`src/rtl/piso_serializer.sv`:
```
// Parallel-in, serial-out serializer with a valid/ready load handshake.
// Each accepted word leaves as WIDTH consecutive bits, framed by start/end
// strobes, optionally followed by GAP idle cycles. Counts completed words.
module piso_serializer #(
    parameter int WIDTH     = 4,
    parameter bit MSB_FIRST = 1'b1,
    parameter int GAP       = 0
) (
    input  logic             clk,
    input  logic             reset,
    input  logic             load_valid,
    input  logic [WIDTH-1:0] load_data,
    output logic             load_ready,
    output logic             dout,
    output logic             dout_valid,
    output logic             frame_start,
    output logic             frame_end,
    output logic             busy,
    output logic [7:0]       word_cnt
);

    localparam int CW = ($clog2(WIDTH) < 1) ? 1 : $clog2(WIDTH);
    localparam logic [CW-1:0] CNT_LAST = CW'(WIDTH - 1);
    localparam logic [3:0]    GAP_LAST = 4'((GAP > 0) ? (GAP - 1) : 0);

    typedef enum logic [1:0] {
        ST_IDLE  = 2'd0,
        ST_SHIFT = 2'd1,
        ST_GAP   = 2'd2
    } state_t;

    state_t            state_reg, state_next;
    logic [WIDTH-1:0]  shreg_reg, shreg_next;
    logic [CW-1:0]     cnt_reg, cnt_next;
    logic [3:0]        gapcnt_reg, gapcnt_next;
    logic [7:0]        word_cnt_reg, word_cnt_next;
    logic [WIDTH-1:0]  shreg_shifted;

    // Shift one position toward the output end, zero-filling the far end.
    for (genvar gi = 0; gi < WIDTH; gi++) begin : g_shift
        if (MSB_FIRST) begin : g_left
            if (gi == 0) begin : g_fill
                assign shreg_shifted[gi] = 1'b0;
            end else begin : g_move
                assign shreg_shifted[gi] = shreg_reg[gi-1];
            end
        end else begin : g_right
            if (gi == WIDTH - 1) begin : g_fill
                assign shreg_shifted[gi] = 1'b0;
            end else begin : g_move
                assign shreg_shifted[gi] = shreg_reg[gi+1];
            end
        end
    end

    // State and datapath registers, cleared asynchronously.
    always_ff @(posedge clk or negedge reset) begin
        if (!reset) begin
            state_reg    <= ST_IDLE;
            shreg_reg    <= '0;
            cnt_reg      <= '0;
            gapcnt_reg   <= '0;
            word_cnt_reg <= '0;
        end else begin
            state_reg    <= state_next;
            shreg_reg    <= shreg_next;
            cnt_reg      <= cnt_next;
            gapcnt_reg   <= gapcnt_next;
            word_cnt_reg <= word_cnt_next;
        end
    end

    // Next-state logic and Moore/handshake outputs.
    always_comb begin
        state_next    = state_reg;
        shreg_next    = shreg_reg;
        cnt_next      = cnt_reg;
        gapcnt_next   = gapcnt_reg;
        word_cnt_next = word_cnt_reg;
        load_ready    = 1'b0;
        dout          = 1'b0;
        dout_valid    = 1'b0;
        frame_start   = 1'b0;
        frame_end     = 1'b0;
        busy          = (state_reg != ST_IDLE);

        case (state_reg)
            ST_IDLE: begin
                load_ready = 1'b1;
                if (load_valid) begin
                    shreg_next = load_data;
                    cnt_next   = '0;
                    state_next = ST_SHIFT;
                end
            end
            ST_SHIFT: begin
                dout_valid  = 1'b1;
                dout        = MSB_FIRST ? shreg_reg[WIDTH-1] : shreg_reg[0];
                frame_start = (cnt_reg == '0);
                frame_end   = (cnt_reg == CNT_LAST);
                if (cnt_reg == CNT_LAST) begin
                    // Word complete: only a gapless configuration can chain.
                    load_ready    = (GAP == 0);
                    word_cnt_next = word_cnt_reg + 8'd1;
                    cnt_next      = '0;
                    shreg_next    = shreg_shifted;
                    if (GAP > 0) begin
                        gapcnt_next = '0;
                        state_next  = ST_GAP;
                    end else if (load_valid) begin
                        shreg_next = load_data;
                    end else begin
                        state_next = ST_IDLE;
                    end
                end else begin
                    shreg_next = shreg_shifted;
                    cnt_next   = cnt_reg + 1'b1;
                end
            end
            ST_GAP: begin
                gapcnt_next = gapcnt_reg + 4'd1;
                if (gapcnt_reg == GAP_LAST) begin
                    state_next = ST_IDLE;
                end
            end
            default: begin
                state_next = ST_IDLE;
            end
        endcase
    end

    assign word_cnt = word_cnt_reg;

endmodule
```
`config.mk`:
```
export PLATFORM = sky130hd
export DESIGN_NAME = piso_serializer
export DESIGN_NICKNAME = d
export VERILOG_FILES = /design/src/rtl/piso_serializer.sv
export SDC_FILE = /design/constraint.sdc
export NUM_CORES = 1
export LEC_CHECK = 0
export ABC_AREA = 1
export CORE_MARGIN = 2
export CORE_UTILIZATION = 45
export DETAILED_ROUTE_END_ITERATION = 10
export PLACE_DENSITY = 0.81
export SYNTH_ARGS = -nofsm -noshare
export SYNTH_HDL_FRONTEND = slang
export SYNTH_SLANG_ARGS = --single-unit
```
`constraint.sdc`:
```
create_clock -name clk -period 1.2 [get_ports clk]
set_input_delay 0.18 -clock clk [delete_from_list [all_inputs] [get_ports clk]]
set_output_delay 0.18 -clock clk [all_outputs]
set_load 0.01 [all_outputs]
```
==> Word-level counts from Yosys, hierarchy flattened <==
Cells that the tools add are included.
{ "op_classes": {"n_mux": 18, "addsub": 3, "reduce_logical": 8, "n_eq_ne": 7} }
{ "op_table": {"columns": ["operator", "n"], "rows": [
  ["2-bit two-way mux", 6],
  ["4-bit two-way mux", 3],
  ["8-bit by 1-bit adder with 8-bit output, second input constant", 1],
  ["2-bit inequality test, second input constant", 4],
  ["4-bit case mux with 2 select lines", 1],
  ["2-bit case mux with 3 select lines", 1],
  ["1-bit two-way mux", 5],
  ["4-bit by 1-bit adder with 4-bit output, second input constant", 1],
  ["2-bit equality test, second input constant", 2],
  ["2-bit zero test", 2],
  ["4-bit zero test", 1],
  ["2-bit case mux with 2 select lines", 1],
  ["2-bit AND reduction", 2],
  ["4-bit AND reduction", 1],
  ["2-bit nonzero test", 2],
  ["2-bit by 1-bit adder with 2-bit output, second input constant", 1],
  ["2-bit by 1-bit equality test with 1-bit output, second input constant", 1],
  ["1-bit case mux with 2 select lines", 1]
]} }
{ "totals": {"output_inout_bits": 14, "inputBits": 7, "ff_bits": 20, "elab_cells": 41} }

==> Depth between registers and ports, before layout <==
Gate-level depths: netlist of run 1.
{ "depth": {"ltp_word": 3, "ltp_mapped": 7, "depth_no_buf": 7} }

==> Worst setup path after synthesis of run 1 <==
No wires, ideal clock.
{ "synth_path": {"kind": "register -> register", "start": "register cnt_reg[0]", "end": "register word_cnt_reg[5] (netlist: word_cnt[5])", "path_slack_ns": 0.087, "t_required_ns": 1.083, "setup_time_ns": 0.117, "synth_period_minus_slack_ns": 1.113, "path_stages_with_launch": 6, "n_path_buf": 0, "arrival_time_ns": 0.996, "cell_sequence": "dfrtp_1 ha_1 nand2_2 inv_1 nand3b_1 nand2_1"} }
{ "synth_via": {"elab_chain_cells": 2} }
{ "synth_rtl": {"columns": ["item", "line_no", "rtl"], "rows": [
  ["from (decl)", "34", "logic [CW-1:0] cnt_reg, cnt_next;"],
  ["from (signal assigned)", "67", "cnt_reg <= cnt_next;"],
  ["2-bit equality test", "101", "if (cnt_reg == CNT_LAST) begin"],
  ["2-bit AND reduction (no source line)", null, null],
  ["to (signal assigned)", "69", "word_cnt_reg <= word_cnt_next;"],
  ["to (decl)", "36", "logic [7:0] word_cnt_reg, word_cnt_next;"]
]} }
No other way between the ends.
A chain may end at the register's enable or synchronous reset.

==> Worst setup path after layout of run 1 <==
{ "layout_path": {"start": "register cnt_reg[0]", "end": "output load_ready"} }
{ "layout_via": {"elab_chain_cells": 3} }
{ "layout_rtl": {"columns": ["item", "line_no", "rtl"], "rows": [
  ["2-bit equality test", "101", null],
  ["1-bit two-way mux", "101", null],
  ["1-bit case mux with 2 select lines", "87", "case (state_reg)"],
  ["to (decl)", "13", "output logic load_ready,"]
]} }
No other way between the ends.

==> impl_metrics.tcl, run 1 <==
set metrics [dict create \
    status "finished with violations" \
    violations "setup timing" \
    hold_path_class "input pin to async pin" \
    num-nets-final 153 \
    io_pins 21 \
    fin_cells 157 \
    crit_top_cell "buf_6" \
    end_kind "primary output" \
    layout_common_cells "26 x nand2_1, 17 x buf_4, 14 x dfrtp_1" \
    synth_warnings 0 \
    ys_ff_latch 15 \
    crit_arrival_ns 1.29 \
    max_freq_mhz 682 \
    ant_nets 0 \
    placement_rows 14 \
    grt_max_degree 16 \
    cp_cell_sequence "buf_6 -> ha_4 -> nor2_4 -> inv_2 -> buf_6" \
    clock-sinks 15 \
    port_buffers 20 \
    dieArea_mm2 0.00203 \
    yosysUniqueCellTypes 16 \
    n_fill_cell 78 \
    synthTopCellsByArea "dfrtp_1 50%, nand2_1 14%, inv_1 7.9%" \
    rsz0062_at_grt "yes" \
    drt_iter0_markers 18 \
    cts_tree "yes" \
    grt_pass1_wl_mm 3.42 \
    yosysSeqAreaShare_pct 49.5 \
    num_antenna_cells 0 \
    fin_crit_sh_pct 122 \
    yosys.area.top_type "dfrtp_1" \
    antenna_found_initial 0 \
    peakVddDrop_mv 1.52 \
    cp_max_fo 2 \
    grt.overflow.total 0 \
    clock_skew_ns 0.00397 \
    p_seq_share_pct 25.0 \
    worst_pin_slew_ns 0.272 \
    grt_util_all_layers_pct 24.5 \
    p_leak_uw 0.000731 \
    core_area_mm2 0.00154 \
    die_w_um 45.1 \
    wl_per_cell_um 17.2 \
    place_congestion 0.810 \
    crit_required_ns 1.02 \
    clkSlewWorstSetupHoldPaths_ns 0.09 \
    startpoint "cnt_reg[0]$_DFFE_PN0P_" \
    final_max_slew_viol_count 0 \
    p_per_area_mw_per_mm2 2420 \
    p_clk_share_pct 9.0 \
    synth_top_area_share_pct 49.5 \
    comb_power_share_pct 66.1 \
    start_util_pct 49.2 \
    drive_gt1_share_pct 44.7 \
    crit_family "flip-flops" \
    finalHoldViolCount 0 \
    die_y_um 45.1 \
    clk-insertion-delay-late_ns 0.29 \
    cap_violations 0 \
    slew-limit-headroom_pct 81.8 \
    routed_wl_mm 2.70 \
    crit_type "register to primary output" \
    path_buf_inv 3 \
    cts_buffers 3 \
    timing.rr.start "cnt_reg[0]$_DFFE_PN0P_" \
    setup_viol 15 \
    netSwitchingFraction_pct 40.9 \
    startpoint_type "register" \
    finalInstanceArea_mm2 0.00135 \
    finalCriticalPeriod_ns 1.47 \
    grt_pass1_vias 795 \
    dp.cells 138 \
    first_pass_iters 4 \
    crit_path_top_delay_cell "dfrtp_1" \
    p_int_uw 1930 \
    via_per_inst 5.07 \
    htree_levels 1 \
    cts.path.max_buffers 2 \
    post-dp-hpwl_mm 1.28 \
    cpPeakStageDelay_ns 0.43 \
    synth_nets 102 \
    postPlaceCellArea_mm2 0.00106 \
    syn-cell-area_um2 758 \
    layout_commonest_cell "nand2_1" \
    p_sw_uw 1340 \
    largest_reg_flops 8 \
    area_growth_pct 78.4 \
    root_buffer "clkbuf_4" \
    drc_errors 0 \
    hold_ws_ns 0.197 \
    syn_area_per_cell_um2 8.33 \
    vias 796 \
    netlist_instances 91 \
    setup_ws_ns -0.266 \
]
-- power by group through the flow --
stage          clock network [µW]  registers (µW)  logic [µW]
2_1_floorplan                   0             882         518
3_3_place_gp                    0             852        1190
3_5_place_dp                    0             869        1250
4_1_cts                       285             793        1670
5_1_grt                       327             826        2280
6_report                      294             817        2160
-- worst reg2reg max path, stage by stage, from the launching register on --
cell and delay, ns:
dfrtp_1 0.43, buf_6 0.13, ha_4 0.14, nand2_4 0.06, buf_6 0.11, buf_8 0.13
nor2_4 0.12, nand2_1 0.09, xnor2_1 0.13
-- cell type report --
type / count / area, µm² / area share [%]
timing repair buffer: 47 / 428 / 31.6
sequential: 15 / 377 / 27.8
tap: 16 / 20.0 / 1.48
multi-input combinational: 59 / 437 / 32.3
inverter: 16 / 65.1 / 4.81
clock buffer: 4 / 26.3 / 1.94
-- metrics by stage --
stage	power, µW	setup slack, ns	utilization (%)	setup TNS, ns
global placement	2040	-0.201	68.8	-1.02
finish	3280	-0.266	87.7	-2.58
global route	3430	-0.313	87.7	-3.25
CTS	2750	-0.212	79.1	-0.846
floorplan	1400	0.0874	-	0
detailed placement	2120	-0.235	68.8	-1.27
-- path summary, 6_finish.rpt --
path                                       endpoint  slack [ns]  cells after the start
min in group clk           shreg_reg[0]$_DFFE_PN0P_        0.47                      3
setup / recovery                         load_ready       -0.27                      5
hold / removal              word_cnt[5]$_DFFE_PN0P_        0.20                      2
hold reg to reg            shreg_reg[2]$_DFFE_PN0P_        0.51                      2
setup reg to reg            word_cnt[4]$_DFFE_PN0P_       -0.24                      8
max in group asynchronous  state_reg[0]$_DFFE_PN0P_        0.81                      2
-- synthesized netlist by cell type, drive strengths merged --
library cell  instances
nand3b                1
o21ai                 3
nand3                 9
nand2                29
nor2                  6
xor2                  2
xnor2                 2
nand4                 1
a21oi                 1
dfrtp                15
inv                  16
or2                   1
buf                   1
ha                    4
-- timing repair --
action,in CTS,in global routing
gates resized for setup,50,30
pin swaps,1,13
endpoints found under the setup margin,20,20
hold endpoints to repair,0,0
hold buffers,0,0
buffers inserted,12,3
-- cell families (layout without fill, tap and decap cells) --
kind of cell	Yosys count	in the layout	share of synthesized area, %
AO/OA/AOI/OAI	4	4	3.13
XOR/XNOR	4	4	4.62
adder cells (fa/ha/maj)	4	4	6.60
buffers and inverters	17	67	8.91
flip-flops	15	15	49.5
AND/OR/NAND/NOR	47	47	27.2
-- layer usage --
layer / global-route usage (%) / share of wire (%)
met4: 7.06 / 3.0
met5: 0 / 0
met3: 8.80 / 4.0
met1: 29.6 / 42
met2: 40.9 / 51
Note: power is estimated with default switching activity, not from simulation.
==> run 2: changes to the inputs <==
Settings changed: CORE_MARGIN 2 to not set.
==> impl_metrics.tcl, run 2 (synthesized netlist as in run 1, its figures left out) <==
set metrics [dict create \
    status "finished with violations" \
    violations "setup timing" \
    cts_buffers 3 \
    clock_skew_ns 0.00783 \
    setup_ws_ns -0.257 \
    drt_iter0_markers 20 \
    path_depth 6 \
    hold_path_class "input pin to async pin" \
    finalCriticalPeriod_ns 1.46 \
    routed_wl_mm 2.43 \
    cp_cell_sequence "buf_4 -> inv_2 -> ha_1 -> nand2_1 -> inv_1 -> buf_2" \
    fin_crit_sh_pct 121 \
    grt_max_degree 16 \
    post-dp-hpwl_mm 1.26 \
    cts_tree "yes" \
    grt_util_all_layers_pct 26.9 \
    drc_errors 0 \
    cpPeakStageDelay_ns 0.41 \
    cts.path.max_buffers 2 \
    path_buf_inv 4 \
    place_congestion 0.792 \
    clkSlewWorstSetupHoldPaths_ns 0.10 \
    crit_type "register to primary output" \
    hold_buffers 0 \
    final_max_slew_viol_count 0 \
    cp_max_fo 2 \
    fin_tns_setup_ns -1.94 \
    io_pins 21 \
    crit_required_ns 1.02 \
    start_util_pct 49.2 \
    htree_levels 1 \
    hold_ws_ns 0.187 \
    largest_reg_flops 8 \
    die_w_um 43.1 \
    grt_pass1_vias 739 \
    crit_family "flip-flops" \
    p_leak_uw 0.000722 \
    core_area_mm2 0.00154 \
    first_pass_iters 4 \
    worst_pin_slew_ns 0.256 \
    root_buffer "clkbuf_4" \
    layout_common_cells "25 x nand2_1, 15 x buf_6, 14 x dfrtp_1, 14 x buf_4, 10 x inv_1" \
    layout_commonest_cell "nand2_1" \
    vias 794 \
    cap_violations 0 \
    crit_path_top_delay_cell "dfrtp_1" \
    clk-insertion-delay-late_ns 0.29 \
    crit_arrival_ns 1.28 \
    max_freq_mhz 687 \
    num_antenna_cells 0 \
    antenna_found_initial 0 \
    reg2reg_depth 8 \
    dieArea_mm2 0.00185 \
    placement_rows 14 \
    wl_per_cell_um 15.6 \
    rsz0062_at_grt "yes" \
    drive_gt1_share_pct 42.9 \
    setup_viol 17 \
    via_per_inst 5.09 \
    startpoint_type "register" \
    p_per_area_mw_per_mm2 2410 \
    num-nets-final 152 \
    die_y_um 43.1 \
    port_buffers 20 \
    slew-limit-headroom_pct 82.9 \
    end_kind "primary output" \
    grt_pass1_wl_mm 3.54 \
    finalHoldViolCount 0 \
    peakVddDrop_mv 1.98 \
    grt.overflow.total 0 \
    clock-sinks 15 \
    ant_nets 0 \
    area_growth_pct 76.4 \
]
-- run 2: final timing paths --
| path | startpoint | end | slack [ns] |
|---|---|---|---|
| min in group clk | load_data[0] | shreg_reg[0]$_DFFE_PN0P_ | 0.46 |
| max in group asynchronous | reset | state_reg[0]$_DFFE_PN0P_ | 0.82 |
| max | cnt_reg[0]$_DFFE_PN0P_ | frame_start | -0.26 |
| min reg2reg | shreg_reg[1]$_DFFE_PN0P_ | shreg_reg[1]$_DFFE_PN0P_ | 0.51 |
| min | reset | cnt_reg[0]$_DFFE_PN0P_ | 0.19 |
| max reg2reg | cnt_reg[1]$_DFFE_PN0P_ | word_cnt[6]$_DFFE_PN0P_ | -0.15 |
-- run 2: timing repair --
item	4_1_cts	5_1_grt
pin swaps	5	6
gates resized for setup	60	19
cloned	0	0
endpoints found under the setup margin	20	22
buffers inserted	11	5
-- run 2: cell type report --
type	count	area [µm²]
timing repair buffer	46	430
clock buffer	4	26.3
tap	16	20.0
fill	82	204
inverter	16	62.6
sequential	15	377
multi-input combinational	59	422
-- run 2: worst reg2reg max path, cell delays in order, from the launching register on --
cell     delay (ns)
dfrtp_1        0.39
buf_6          0.13
ha_4           0.14
nand2_4        0.05
buf_6          0.13
nor2_4         0.14
nand4_1        0.13
nand2_1        0.09
inv_1          0.04
-- run 2: per-layer routing --
metal	GRT usage, %	vias up	wire, µm
met5	0	-	0
met4	9.09	0	57
met3	3.83	8	43
met2	44.8	17	1250
met1	35.9	394	1080
li1	-	375	-
-- run 2: metrics by stage --
step           std cells  area (µm²)  setup WS, ns  util [%]  power [µW]
3_5_place_dp         138        1060        -0.311      68.8        2110
4_1_cts              153        1270        -0.212      82.1        2830
5_1_grt              156        1340        -0.315      86.8        3370
2_1_floorplan         91         758        0.0874         -        1400
6_report             156        1340        -0.257      86.8        3220
3_3_place_gp         138        1060        -0.203      68.8        2050
-- run 2: power by group --
group / internal, µW / switching, µW / total [µW]
combinational: 1100 / 990 / 2090
sequential: 688 / 134 / 822
clock: 129 / 176 / 305
